File: src/rtl/peak_pkg.sv
// Shared types and widths for the spectral peak-frame sequencer.
// Exports: seq_state_t, peak_t, BIN_W, PEAK_W, BIN_IDX_W, SLOT_W.
package peak_pkg;

    localparam int BIN_W     = 25;
    localparam int PEAK_W    = 9;
    localparam int BIN_IDX_W = 9;
    localparam int SLOT_W    = 4;

    typedef logic [PEAK_W-1:0] peak_t;

    typedef enum logic [2:0] {
        IDLE,
        CLEAR,
        LOAD,
        PAD,
        DRAIN,
        START,
        WAIT,
        EMIT
    } seq_state_t;

endpackage

File: src/rtl/peak_out_serializer.sv
// Latches one frame of engine peaks and streams them out one per
// valid/ready handshake, rank 0 first.
// Ports:
//   clk, reset      - clock, synchronous active-high reset
//   capture         - latch peaks (or zeros if zero_fill) and start
//   zero_fill       - latch all-zero peaks instead of engine data
//   peaks           - flat engine array, slot i at [i*PEAK_W +: PEAK_W]
//   out_ready       - downstream accepts
//   out_valid/out_peak/out_slot/out_last - output word
//   done            - final word handshake taking place this cycle
module peak_out_serializer
    import peak_pkg::*;
#(
    parameter int MAXIMAS_COUNT = 11
) (
    input  logic                            clk,
    input  logic                            reset,
    input  logic                            capture,
    input  logic                            zero_fill,
    input  logic [MAXIMAS_COUNT*PEAK_W-1:0] peaks,
    input  logic                            out_ready,
    output logic                            out_valid,
    output logic [PEAK_W-1:0]               out_peak,
    output logic [SLOT_W-1:0]               out_slot,
    output logic                            out_last,
    output logic                            done
);

    localparam logic [SLOT_W-1:0] LAST_SLOT = SLOT_W'(MAXIMAS_COUNT - 1);

    peak_t             lat [MAXIMAS_COUNT];
    logic [SLOT_W-1:0] slot;
    logic              valid;
    logic              last_slot;

    assign last_slot = (slot == LAST_SLOT);

    always_ff @(posedge clk) begin
        if (reset) begin
            valid <= 1'b0;
            slot  <= '0;
            for (int i = 0; i < MAXIMAS_COUNT; i++) begin
                lat[i] <= '0;
            end
        end else if (capture) begin
            valid <= 1'b1;
            slot  <= '0;
            for (int i = 0; i < MAXIMAS_COUNT; i++) begin
                lat[i] <= zero_fill ? '0 : peaks[i*PEAK_W +: PEAK_W];
            end
        end else if (valid && out_ready) begin
            if (last_slot) begin
                valid <= 1'b0;
                slot  <= '0;
            end else begin
                slot <= slot + 1'b1;
            end
        end
    end

    // Stale peaks of the previous frame are hidden while idle.
    assign out_valid = valid;
    assign out_peak  = valid ? lat[slot] : '0;
    assign out_slot  = slot;
    assign out_last  = valid & last_slot;
    assign done      = valid & out_ready & last_slot;

endmodule

File: src/rtl/peak_frame_sequencer.sv
// Sequences the peak-finder engine one FFT frame at a time: clear,
// load BINS bins (zero-padding short frames, draining long ones),
// start, wait for done, then stream MAXIMAS_COUNT tagged peaks.
// Optional WAIT watchdog: define PEAK_SEQ_TIMEOUT_EN.
// Ports:
//   clk, reset                     - clock, sync active-high reset
//   bin_valid/bin_ready/bin_data/bin_last - magnitude bin stream in
//   pk_reset/pk_load/pk_data/pk_start     - engine control
//   pk_done, pk_peaks              - engine result (flat 9-bit slots)
//   out_valid/out_ready/out_peak/out_slot/out_last/out_frame_id
//                                  - peak word stream out
//   frame_err                      - short/long frame or timeout pulse
module peak_frame_sequencer
    import peak_pkg::*;
#(
    parameter int BINS           = 512,
    parameter int MAXIMAS_COUNT  = 11,
    parameter int FRAME_ID_W     = 16,
    parameter int TIMEOUT_CYCLES = 65535
) (
    input  logic                            clk,
    input  logic                            reset,
    input  logic                            bin_valid,
    output logic                            bin_ready,
    input  logic [BIN_W-1:0]                bin_data,
    input  logic                            bin_last,
    output logic                            pk_reset,
    output logic                            pk_load,
    output logic [BIN_W-1:0]                pk_data,
    output logic                            pk_start,
    input  logic                            pk_done,
    input  logic [MAXIMAS_COUNT*PEAK_W-1:0] pk_peaks,
    output logic                            out_valid,
    input  logic                            out_ready,
    output logic [PEAK_W-1:0]               out_peak,
    output logic [SLOT_W-1:0]               out_slot,
    output logic                            out_last,
    output logic [FRAME_ID_W-1:0]           out_frame_id,
    output logic                            frame_err
);

    localparam int CNT_W = BIN_IDX_W + 1;
    localparam logic [CNT_W-1:0] LAST_BIN = CNT_W'(BINS - 1);

    seq_state_t state, state_nx;

    logic [CNT_W-1:0]      bin_cnt;
    logic [FRAME_ID_W-1:0] frame_id;
    logic                  load_q;
    logic [BIN_W-1:0]      data_q;
    logic                  start_q;
    logic                  err_q;

    logic ld_hs;
    logic pad_load;
    logic err_evt;
    logic capture;
    logic zero_fill;
    logic emit_done;
    logic timeout;

`ifdef PEAK_SEQ_TIMEOUT_EN
    logic [15:0] wd_cnt;

    always_ff @(posedge clk) begin
        if (reset || state != WAIT) begin
            wd_cnt <= '0;
        end else begin
            wd_cnt <= wd_cnt + 16'd1;
        end
    end

    // wd_cnt is 0 on the first WAIT cycle, so this fires on
    // WAIT cycle number TIMEOUT_CYCLES.
    assign timeout = (state == WAIT) && !pk_done &&
                     (wd_cnt == 16'(TIMEOUT_CYCLES - 1));
`else
    assign timeout = 1'b0;
`endif

    assign ld_hs = (state == LOAD) && bin_valid;

    always_comb begin
        state_nx  = state;
        bin_ready = 1'b0;
        pad_load  = 1'b0;
        err_evt   = 1'b0;
        capture   = 1'b0;
        zero_fill = 1'b0;
        unique case (state)
            IDLE: begin
                if (bin_valid) state_nx = CLEAR;
            end
            CLEAR: begin
                state_nx = LOAD;
            end
            LOAD: begin
                bin_ready = 1'b1;
                if (bin_valid) begin
                    if (bin_cnt == LAST_BIN) begin
                        state_nx = bin_last ? START : DRAIN;
                        err_evt  = !bin_last;
                    end else if (bin_last) begin
                        state_nx = PAD;
                        err_evt  = 1'b1;
                    end
                end
            end
            PAD: begin
                pad_load = 1'b1;
                if (bin_cnt == LAST_BIN) state_nx = START;
            end
            DRAIN: begin
                bin_ready = 1'b1;
                if (bin_valid && bin_last) state_nx = START;
            end
            START: begin
                state_nx = WAIT;
            end
            WAIT: begin
                if (pk_done) begin
                    capture  = 1'b1;
                    state_nx = EMIT;
                end else if (timeout) begin
                    capture   = 1'b1;
                    zero_fill = 1'b1;
                    err_evt   = 1'b1;
                    state_nx  = EMIT;
                end
            end
            EMIT: begin
                if (emit_done) state_nx = IDLE;
            end
            default: begin
                state_nx = IDLE;
            end
        endcase
        if (reset) bin_ready = 1'b0;
    end

    always_ff @(posedge clk) begin
        if (reset) begin
            state    <= IDLE;
            bin_cnt  <= '0;
            frame_id <= '0;
            load_q   <= 1'b0;
            data_q   <= '0;
            start_q  <= 1'b0;
            err_q    <= 1'b0;
        end else begin
            state   <= state_nx;
            load_q  <= ld_hs || pad_load;
            start_q <= (state == START);
            err_q   <= err_evt;
            if (ld_hs) begin
                data_q <= bin_data;
            end else if (pad_load) begin
                data_q <= '0;
            end
            if (state == CLEAR) begin
                bin_cnt <= '0;
            end else if (ld_hs || pad_load) begin
                bin_cnt <= bin_cnt + 1'b1;
            end
            if (emit_done) frame_id <= frame_id + 1'b1;
        end
    end

    // Load and start are both delayed one cycle, so the final load
    // reaches the engine during START and the start pulse follows it
    // in the next cycle; the two never coincide.
    assign pk_reset     = reset || (state == CLEAR) || timeout;
    assign pk_load      = load_q;
    assign pk_data      = data_q;
    assign pk_start     = start_q;
    assign frame_err    = err_q;
    assign out_frame_id = frame_id;

    peak_out_serializer #(
        .MAXIMAS_COUNT(MAXIMAS_COUNT)
    ) u_ser (
        .clk      (clk),
        .reset    (reset),
        .capture  (capture),
        .zero_fill(zero_fill),
        .peaks    (pk_peaks),
        .out_ready(out_ready),
        .out_valid(out_valid),
        .out_peak (out_peak),
        .out_slot (out_slot),
        .out_last (out_last),
        .done     (emit_done)
    );

endmodule

File: config.mk
export PLATFORM = sky130hd
export DESIGN_NAME = peak_frame_sequencer
export DESIGN_NICKNAME = d
export VERILOG_FILES = /design/src/rtl/peak_pkg.sv /design/src/rtl/peak_out_serializer.sv /design/src/rtl/peak_frame_sequencer.sv
export SDC_FILE = /design/constraint.sdc
export NUM_CORES = 1
export LEC_CHECK = 0
export CELL_PAD_IN_SITES_DETAIL_PLACEMENT = 0
export CELL_PAD_IN_SITES_GLOBAL_PLACEMENT = 1
export CORE_UTILIZATION = 25
export CTS_BUF_LIST = sky130_fd_sc_hd__clkbuf_8
export CTS_CLUSTER_DIAMETER = 40
export CTS_CLUSTER_SIZE = 30
export DETAILED_ROUTE_END_ITERATION = 8
export PLACE_DENSITY = 0.62
export SYNTH_ARGS = -nofsm -noshare
export SYNTH_HDL_FRONTEND = slang
export SYNTH_HIERARCHICAL = 1
export SYNTH_SLANG_ARGS = --single-unit
File: constraint.sdc
create_clock -name clk -period 4.2 [get_ports clk]
set_clock_uncertainty 0.05 [all_clocks]
set_input_delay 0.84 -clock clk [delete_from_list [all_inputs] [get_ports clk]]
set_output_delay 0.84 -clock clk [all_outputs]
set_load 0.01 [all_outputs]
==> results of run 1 <==
[state kept, by name, summed over array words and instances (netlist names), named ones only]
| signal | count |
|---|---|
| u_ser/out_slot | 4 |
| pk_load | 1 |
| bin_cnt | 10 |
| out_frame_id | 16 |
| pk_data | 25 |
| pk_start | 1 |
| u_ser/out_valid | 1 |
| state | 3 |
| u_ser/lat | 99 |
| frame_err | 1 |
[worst register-to-register path: cells and delay by family (launching register included)]
kind	cells	cell delay, ps
buffers and inverters	1	140
AND/OR/NAND/NOR	5	1500
flip-flops	1	540
XOR/XNOR	1	130
[area by class of cell]
| cell class | instances | area [µm²] | share of cell area [%] |
|---|---|---|---|
| Clock buffer | 17 | 234 | 2.38 |
| Antenna cell | 4 | 10.0 | 0.102 |
| Sequential cell | 165 | 4300 | 43.7 |
| Multi-Input combinational cell | 385 | 2590 | 26.3 |
| Inverter | 8 | 30.0 | 0.305 |
| Tap cell | 378 | 473 | 4.81 |
| Timing Repair Buffer | 202 | 2030 | 20.6 |
| Clock inverter | 15 | 178 | 1.81 |
[synthesized netlist by cell type (5+ instances only)]
| library cell | instances |
|---|---|
| and2_1 | 11 |
| edfxtp_1 | 99 |
| a22oi_1 | 19 |
| inv_1 | 8 |
| nor4_1 | 10 |
| xor2_1 | 5 |
| a22o_1 | 23 |
| nand4_1 | 8 |
| and3_1 | 90 |
| clkbuf_1 | 33 |
| dfxtp_1 | 66 |
| or3_1 | 7 |
| nor3_1 | 8 |
| mux2i_1 | 44 |
| nor2b_1 | 6 |
| a21oi_1 | 18 |
| o22ai_1 | 8 |
| o21ai_0 | 8 |
| nand3_1 | 6 |
| nor2_1 | 43 |
| nand2_1 | 26 |
| xnor2_1 | 16 |
[power by group through the flow]
stage / clock network [mW] / registers [mW] / logic (mW)
2_1_floorplan: 0 / 1.82 / 0.0945
3_3_place_gp: 0 / 1.82 / 0.280
3_5_place_dp: 0 / 1.82 / 0.278
4_1_cts: 1.23 / 1.79 / 0.280
5_1_grt: 1.29 / 1.79 / 0.296
6_report: 1.18 / 1.79 / 0.274
[layer usage]
metal  GRT usage (%)  vias up
li1                -     2601
met2            20.8      186
met4            3.49        8
met5               0        -
met3            5.71       23
met1            18.3     2424
[through the flow]
stage,instances,instance area [µm²]
CTS,1170,9830
floorplan,606,7160
global route,1170,9830
detailed placement,1138,9410
finish,1174,9840
global placement,1138,9410
[cells in the final DEF (no fill, tap or decap), types with 2 or more instances in the layout]
| cell type | n |
|---|---|
| and3_1 | 90 |
| xor2_1 | 5 |
| or3_1 | 7 |
| edfxtp_1 | 99 |
| nor3b_1 | 3 |
| nor3_1 | 8 |
| nor2_1 | 43 |
| buf_4 | 9 |
| o22ai_1 | 8 |
| clkdlybuf4s50_1 | 190 |
| o21ai_0 | 8 |
| clkinv_4 | 2 |
| inv_1 | 8 |
| nand2_1 | 26 |
| nand2b_1 | 2 |
| inv_8 | 4 |
| nand4_1 | 8 |
| a22oi_1 | 19 |
| xnor2_1 | 16 |
| clkbuf_8 | 17 |
| dfxtp_1 | 65 |
| a22o_1 | 23 |
| buf_12 | 3 |
| nor4_1 | 10 |
| nor2b_1 | 6 |
| inv_6 | 3 |
| ha_1 | 3 |
| nand3_1 | 6 |
| and2_1 | 11 |
| diode_2 | 4 |
| clkinv_8 | 5 |
| a21oi_1 | 18 |
| mux2i_1 | 44 |
| or2_2 | 2 |
[how the worst max path moves through the flow]
stage / slack (ps) / start / cells past startpoint / endpoint
final: 670 / register / 6 / out_peak[0]
after global routing: 480 / register / 6 / out_peak[6]
after CTS: 560 / register / 6 / out_peak[0]
after detailed placement: 910 / out_ready / 8 / out_frame_id[6]
after global placement: 870 / out_ready / 8 / out_frame_id[6]
after floorplan: 1280 / pk_done / 3 / u_ser/lat[0][0]
[cell families after synthesis]
logic type	Yosys count	share of synthesized area, %
other cells	1	0.0524
simple gates	232	18.1
mux	46	6.62
buf+inv	56	3.97
fa+ha+maj	3	0.524
compound gates	82	8.21
flops	165	60.0
xor+xnor	21	2.57
==> impl_results.md, run 1 <==
* Outcome: finished, final reports clean
* Cells after Synth at 606
* Worst Path Required at 3310 ps
* DIE AREA at 29300 µm²
* Total power at 3.24 mW
* Mapped cell area at 7160 µm²
* Avg Cell Area, Syn at 11.8 µm²
* Die height at 171 µm
* Clock share of power at 36.5%
* Post-synth EDFFs at 99
* Critical path buffer and inverter count at 2
* Reg power frac at 55.0%
* Detailed Route Iter0 Violations at 361
* Post-DP HPWL at 14100 µm
* Via Count at 5242
* Setup_tns at 0 ps
* Worst-skew pair later-pin latency at 460 ps
* Largest delay share family, worst path: buffers and inverters
* Num rows at 61
* Clock Pin Slew Worst Setup and Hold Paths at 110 ps
* Crit path cell chain: buf_12 > mux2i_1 > a22oi_1 > nand2_1 > o22ai_1 > clkdlybuf4s50_1
* Final worst slack at 670 ps
* Post-synth ARST share at 0%
* CP max FO at 23
* Total net switching power at 0.865 mW
* GPL Wtd Cong at 0.781
* Syn nets at 739
* Grt total ovfl at 0
* Vias per std cell at 4.47
* Comb power frac at 8.5%
* Metal3 WL at 1960 µm
* P_leak at 3.62 nW
* CP peak stage delay at 620 ps
* Most used DFF post-synth: edfxtp_1
* IO Pins at 191
* Fill count at 2814
* Post-synthesis sequential area ratio at 60.0%
* Tcrit/Tclk final at 84.0%
* Area contributors post-synth: edfxtp_1 42%, dfxtp_1 18%, and3_1 7.9%
* Hold_ws at 432 ps
* Reg2Reg Setup Slack at 1730 ps
* Hold path cells at 2
* TritonCTS clock tree: yes
* Highest metal used: met5
* R2R Path End: out_frame_id[6]
* Share of cells above drive strength 1 at 7.20%
* Largest net degree at the start of global routing at 104
* H-tree depth reported by CTS at 4
* Starting density of the core at 25.6%
* Hold wc startpoint: bin_cnt[1]
* Pre-Repair DR Iteration Count at 6
* Crit path arrival time at 2640 ps
* Die width at 171 µm
* Setup violators final at 0
* Routed len/inst at 17.3 µm
* Synth warn at 6
* Crit path time final at 3530 ps
* CTS sink cnt at 165
* Hold buffers post-CTS at 0
* Port buffer count at 190
* DRC at 0
* GRT Util Overall at 13.8%
* Vias in the first global route at 5134
* ANT nets after route at 0
* Crit Reg-Reg Startpoint: u_ser/out_valid
* Yosys top cell by area: edfxtp_1
* Cell variety after synth at 49
* Clock Tree Buf Depth at 2
* CORE AREA at 28000 µm²
* Worst min-delay path class: reg -> reg
* Met2 routed WL at 8840 µm
* Max capacitance violation total at 0
* PD cells at 330 nW/µm²
* Internal at 2.38 mW
* Max_slew headroom at 45.1%
* First-pass GRT wire length at 30400 µm
* Wire length on met1 at 9280 µm
* Worst IR Drop VDD at 150 µV
* Switching Fraction at 26.7%
* Endpoint class of the critical path: output port
* Worst Max-Slew Pin Slew at 822 ps
* Initial antenna violation count at 8
* R2R depth at 7
* Max Clk Rate at 283 MHz
* Worst setup path class: reg -> out
* Slowest-stage cell, CP: dfxtp_2
* Total CTS buffers at 17
* Post-CTS Setup Inserts at 0
* NumNets Final at 912
* Setup WS pre-CTS at 906 ps
* Finished Core Util at 35.1%
* RSZ-0062 raised after global routing: no
* Slew Limit Fails at 0
* Worst setup SP type: register
* Hold path endpoint: bin_cnt[1]
* Number of gates resized after CTS at 0
* Routed wire length at 20300 µm
* Final Hold Vio Count at 0
* Synth top area share at 41.5%
* CTS Root Cell: clkbuf_8
* Flops & latches, synth at 165
* Area Growth Syn to Fin at 37.4%
No activity file was read; power rests on OpenSTA's default activity.
==> run 2: changes to the inputs <==
Clock period 4.2 ns to 3.1 ns, I/O delays scaled along.
==> run 2 against run 1 <==
Net effect: clock power rose by 32%; routed wire length rose by 0.50%; first-iteration DRC count rose by 3.0%; clock-buffer cell count did not move; sequential share of layout area fell by 0.63 points; power rose by 34%; combinational power rose by 37%; worst setup slack got worse by 550 ps; sequential cell count did not move.
==> impl_results.md, run 2 (same netlist as run 1, synthesis figures left out) <==
* Placed cell area at 9460 µm² (+0.53%)
* Setup violators final at 0 (unchanged)
* DRC at 0 (unchanged)
* CP peak stage delay at 520 ps (-100 ps)
* Most frequent cells in the layout: 182 x clkdlybuf4s50_1, 99 x edfxtp_1, 90 x and3_1, 65 x dfxtp_1
* Vias per std cell at 4.51 (+0.93%)
* Port buffer count at 190 (unchanged)
* Total CTS buffers at 17 (unchanged)
* Final Hold Vio Count at 0 (unchanged)
* Design area at 9980 µm² (+1.5%)
* CTS sink cnt at 165 (unchanged)
* Top reg by flops: u_ser/lat
* Worst setup path class: reg -> out
* Crit path time final at 2980 ps
* Die width at 171 µm (unchanged)
* P_leak at 3.82 nW (+5.6%)
* Worst min-delay path class: reg -> reg
* Clock Tree Buf Depth at 2 (unchanged)
* IO Pins at 191 (unchanged)
* CP max FO at 13 (-43%)
* Detailed Route Iter0 Violations at 372 (+3.0%)
* CORE AREA at 28000 µm² (unchanged)
* Critical path buffer and inverter count at 3 (+1)
* Commonest non-fill, non-tap cell in the layout: clkdlybuf4s50_1
* Hold buffers post-CTS at 0 (unchanged)
* First-pass GRT wire length at 30100 µm (-0.82%)
* GRT Util Overall at 13.8% (-0.055 points)
* NumNets Final at 922 (+1.1%)
* Vias in the first global route at 5197 (+1.2%)
* Worst Path Required at 2430 ps (-880 ps)
* ANT nets after route at 0 (unchanged)
* Crit path arrival time at 2310 ps (-330 ps)
* Post-DP HPWL at 13900 µm (-1.4%)
* Grt total ovfl at 0 (unchanged)
* Comb power frac at 8.6% (about the same)
* Total net switching power at 1.09 mW (+26%)
* Worst-skew pair later-pin latency at 450 ps (about the same)
* CTS Root Cell: clkbuf_8
* Endpoint class of the critical path: output port
* Max capacitance violation total at 0 (unchanged)
* Max_slew headroom at 36.0% (-9.0 points)
* H-tree depth reported by CTS at 4 (unchanged)
* Internal at 3.26 mW (+37%)
* DIE AREA at 29300 µm² (unchanged)
* Setup_tns at 0 ps (unchanged)
* Total power at 4.35 mW (+34%)
* Routed wire length at 20400 µm (+0.50%)
* Die height at 171 µm (unchanged)
* Via Count at 5336 (+1.8%)
* PD cells at 436 nW/µm² (+32%)
* Area Growth Syn to Fin at 39.4%
* Initial antenna violation count at 7 (-1)
* Largest net degree at the start of global routing at 93 (-11%)
* Largest delay share family, worst path: buffers and inverters
* Multi-input logic area at 2610 µm² (+0.77%)
* Pre-Repair DR Iteration Count at 4 (-2)
* RSZ-0062 raised after global routing: no
* Max Clk Rate at 336 MHz
* Switching Fraction at 25.0% (-1.7 points)
* Max FFs per register at 99 (unchanged)
* Num rows at 61 (unchanged)
* Crit path cell chain: buf_12 > buf_4 > mux4_2 > nand2_1 > o221ai_2 > clkdlybuf4s50_1
* Worst Max-Slew Pin Slew at 957 ps (+135 ps)
* Routed len/inst at 17.2 µm (-0.35%)
* Tcrit/Tclk final at 96.1%
* GPL Wtd Cong at 0.758 (-2.9%)
* TritonCTS clock tree: yes
* Worst setup SP type: register
* Clock share of power at 35.8% (-0.7 points)
* Slew Limit Fails at 0 (unchanged)
* Clock Pin Slew Worst Setup and Hold Paths at 100 ps (about the same)
* Register area at 4300 µm² (unchanged)
* Starting density of the core at 25.6% (unchanged)
* Reg power frac at 55.6% (+0.6 points)
* Worst IR Drop VDD at 270 µV (+79%)
* Fill count at 2798 (-0.57%)
* Share of cells above drive strength 1 at 9.10% (+1.9 points)
* Hold_ws at 433 ps (+0.729 ps)
* Slowest-stage cell, CP: clkdlybuf4s50_1
* Outcome: finished, final reports clean
-- run 2: layout make-up --
class	count	share of cell area, %
sequential	165	43.0
timing repair buffer	212	21.9
inverter	8	0.301
tap	378	4.74
clock buffer	17	2.34
clock inverter	15	1.44
multi-input combinational	385	26.1
antenna	4	0.100
-- run 2: timing repair --
action | 4_1_cts | 5_1_grt
endpoints found under the hold margin | 0 | 0
buffers inserted | 4 | 0
setup endpoints to repair | 8 | 9
gates resized for setup | 4 | 13
cloned | 1 | 0
-- run 2: per-layer routing --
layer	share of wire, %	global-route usage (%)
met2	44	21.6
met1	44	17.4
met4	0.91	3.26
met3	10	5.87
met5	0.29	0
-- run 2: final timing paths --
check                     endpoint             from  depth (start not counted)  slack (ps)
setup / recovery       out_peak[2]         register                          6         120
hold / removal          pk_data[6]       pk_data[6]                          1         430
setup reg to reg  out_frame_id[15]  u_ser/out_valid                          9         960
hold reg to reg         pk_data[6]       pk_data[6]                          1         430
-- run 2: per-stage QoR --
stage                     cells  setup WS [ps]  util [%]
final                      1184            120      35.6
after global routing       1180           11.0      35.6
after global placement     1143            221      33.8
after floorplan             606            397         -
after detailed placement   1143            208      33.8
after CTS                  1180          -34.7      35.5
-- run 2: power by group through the flow --
stage / clock [mW] / sequential (mW) / combinational, mW
after detailed placement: 0 / 2.47 / 0.380
after floorplan: 0 / 2.46 / 0.128
after global routing: 1.70 / 2.43 / 0.405
after CTS: 1.61 / 2.42 / 0.382
final: 1.56 / 2.42 / 0.376
after global placement: 0 / 2.47 / 0.383
==> variant: new RTL, settings of run 2 <==
Compare `bin_cnt` against `LAST_BIN` with >= in place of ==.
--- a/src/rtl/peak_frame_sequencer.sv
+++ b/src/rtl/peak_frame_sequencer.sv
@@ -98,5 +98,5 @@
                 bin_ready = 1'b1;
                 if (bin_valid) begin
-                    if (bin_cnt == LAST_BIN) begin
+                    if (bin_cnt >= LAST_BIN) begin
                         state_nx = bin_last ? START : DRAIN;
                         err_evt  = !bin_last;
Formal check against the unedited RTL: no difference found for any inputs over 4 cycles, from zero or initial values and one cycle with reset high; that may be too few to reach the edited logic, so the function may still have changed.
==> variant against run 2 <==
  * Sequential cell count is the same
  * Via count grew 0.58%
  * Total power grew 0.95%
  * Synthesized area grew 1.1%
  * Routed wire length grew 1.6%
  * Design area grew 0.92%
  * Worst setup slack lost 0.013 ns
  * Critical path type unchanged
==> variant: results (changes against run 2) <==
Parameter                              Value

Drt
  Number of search-and-repair iterations in the first detailed-routing pass ... 5 (+1)
  Average wire per cell in the routed design ... 17.4 um (+0.89%)
  Number of vias after detailed routing ... 5367 (+0.58%)
  First DRT Iteration DRCs ... 295 (-21%)
  Number of vias per cell after detailed routing ... 4.50 (about the same)

Yosys
  Post-synth EDFFs ... 99 (unchanged)
  Warnings from Yosys ... 6 (unchanged)
  Share of synthesized area occupied by flip-flops and latches ... 59.3% (-0.65 points)
  Synth area leaders ... edfxtp_1 (41%), dfxtp_1 (18%), and3_1 (8.0%)
  Proportion of synthesized flip-flops having asynchronous set or reset ... 0% (unchanged)
  Most instantiated cells after synthesis ... edfxtp_1 (99), and3_1 (92), dfxtp_1 (66), mux2i_1 (44), nor2_1 (42)
  Count of different cell masters after synthesis ... 54 (+10%)
  Top FF cell, synth ... edfxtp_1
  Gate Count Post-Synth ... 617 (+1.8%)
  Syn_nets ... 750 (+1.5%)

GRT
  GR Util All Layers ... 13.9% (+0.17 points)
  GR met1 Demand/Resource ... 17.9% (+0.50 points)
  Initial antenna violation count ... 6 (-1)
  M3 GR Usage ... 5.13% (-0.74 points)
  M2 GR Usage ... 22.2% (+0.60 points)
  Vias in the first global route ... 5292 (+1.8%)
  Pin count of the biggest net entering global routing ... 92 (-1.1%)
  First-pass GRT wire length ... 30700 um (+1.8%)

Critical path
  Launch instance of the worst register-to-register path ... u_ser/out_valid$_SDFFE_PP0P_
  Worst-path maximum fanout ... 17 (+4)
  Worst Path Arrival ... 2.32 ns
  Critical path class ... reg2out

Layout
  Most flops, register ... u_ser/lat
  Fraction of layout cells with a size suffix above 1 ... 8.74% (-0.36 points)
  Net count reported at finish ... 932 (+1.1%)
  Number of flip-flops in the largest register ... 99 (unchanged)

Run status
  Run status ... finished clean

Pwr
  Pwr Density ... 436 nW/um^2 (about the same)
  Worst voltage drop across the vdd grid ... 0.173 mV (-36%)
  Static Leakage ... 3.85 nW (+0.72%)

Min path
  Hold path startpoint ... pk_data[22]$_SDFFE_PP0P_
  Hold crit path type ... reg2reg

Timing
  Worst Tran Pin Value ... 1.01 ns (+0.0508 ns)

Placement
  Detailed placer's ending HPWL ... 14200 um (+1.9%)
  GPL Wtd Cong ... 0.744 (-1.8%)
  DP Area ... 9570 um^2 (+1.1%)
  Port bufs ... 190 (unchanged)
  Cell count after placement ... 1153 (+0.87%)

Clocking
  Buffer type at the clock tree root ... clkbuf_8
  Number of clock buffers inserted by TritonCTS ... 17 (unchanged)
  Later-pin clock latency in the skew report ... 0.46 ns
  Clock transition at the registers of the reported paths ... 0.09 ns
  Depth of the CTS H-tree ... 4 (unchanged)
  Max clock buf depth ... 2 (unchanged)
variant: cell types whose count changed after synthesis, moves of 3 or more:
cell	before	now
a21oi_1	18	21
a22oi_1	19	16
nand3_1	6	12
nor3_1	8	5
o31ai_1	0	3
nand2b_1	2	5
or3_1	7	3
variant: area by class of cell:
cell class,instances,area [um^2]
fill,2777,18100
inverter,6,22.5
clock inverter,15,166
clock buffer,17,234
tap,378,473
timing repair buffer,212,2180
sequential,165,4300
antenna,2,5.00
multi-input combinational,397,2690
variant: logic make-up (layout without fill, tap and decap cells):
group | count (synthesis) | after routing | synth area share (%)
buf+inv | 55 | 250 | 3.91
flops | 165 | 165 | 59.3
mux | 46 | 46 | 6.55
xor+xnor | 21 | 21 | 2.54
simple gates | 235 | 235 | 18.2
compound gates | 91 | 91 | 8.92
other cells | 1 | 3 | 0.0518
fa+ha+maj | 3 | 3 | 0.519
variant: final timing paths:
check / cells after the start / end / slack, ns
min: 2 / pk_data[22]$_SDFFE_PP0P_ / 0.43
max: 6 / out_peak[0] / 0.11
max reg2reg: 8 / out_frame_id[15]$_SDFFE_PP0P_ / 0.95
min reg2reg: 2 / pk_data[22]$_SDFFE_PP0P_ / 0.43
variant: power breakdown:
| group | internal, mW | leakage [nW] | switching [mW] |
|---|---|---|---|
| clock network | 0.739 | 0.207 | 0.886 |
| registers | 2.38 | 1.56 | 0.0284 |
| logic | 0.216 | 2.08 | 0.148 |
| total | 3.33 | 3.85 | 1.06 |
variant: metal layers:
layer | wire length [um] | up-vias
met2 | 9660 | 187
li1 | - | 2653
met4 | 158 | 8
met5 | 49 | -
met3 | 1590 | 18
met1 | 9270 | 2501
variant: timing repair:
item | in CTS | in global routing
setup endpoints to repair | 8 | 9
setup buffers | 4 | 0
endpoints found under the hold margin | 0 | 0
cloned | 1 | 0
resized for setup | 4 | 8
variant: stage by stage:
step                      total power [mW]  setup WS, ns
after floorplan                       2.57         0.359
after global placement                2.82         0.317
after detailed placement              2.82         0.313
after CTS                             4.46        0.0293
after global routing                  4.58       -0.0230
final                                 4.39         0.106
variant: critical path, cell delays in order (launching register included):
cell and delay (ns):
dfxtp_4 0.41, buf_12 0.19, mux2i_1 0.44, a22oi_1 0.13, nand2_1 0.12, o22ai_1 0.08, clkdlybuf4s50_1 0.50
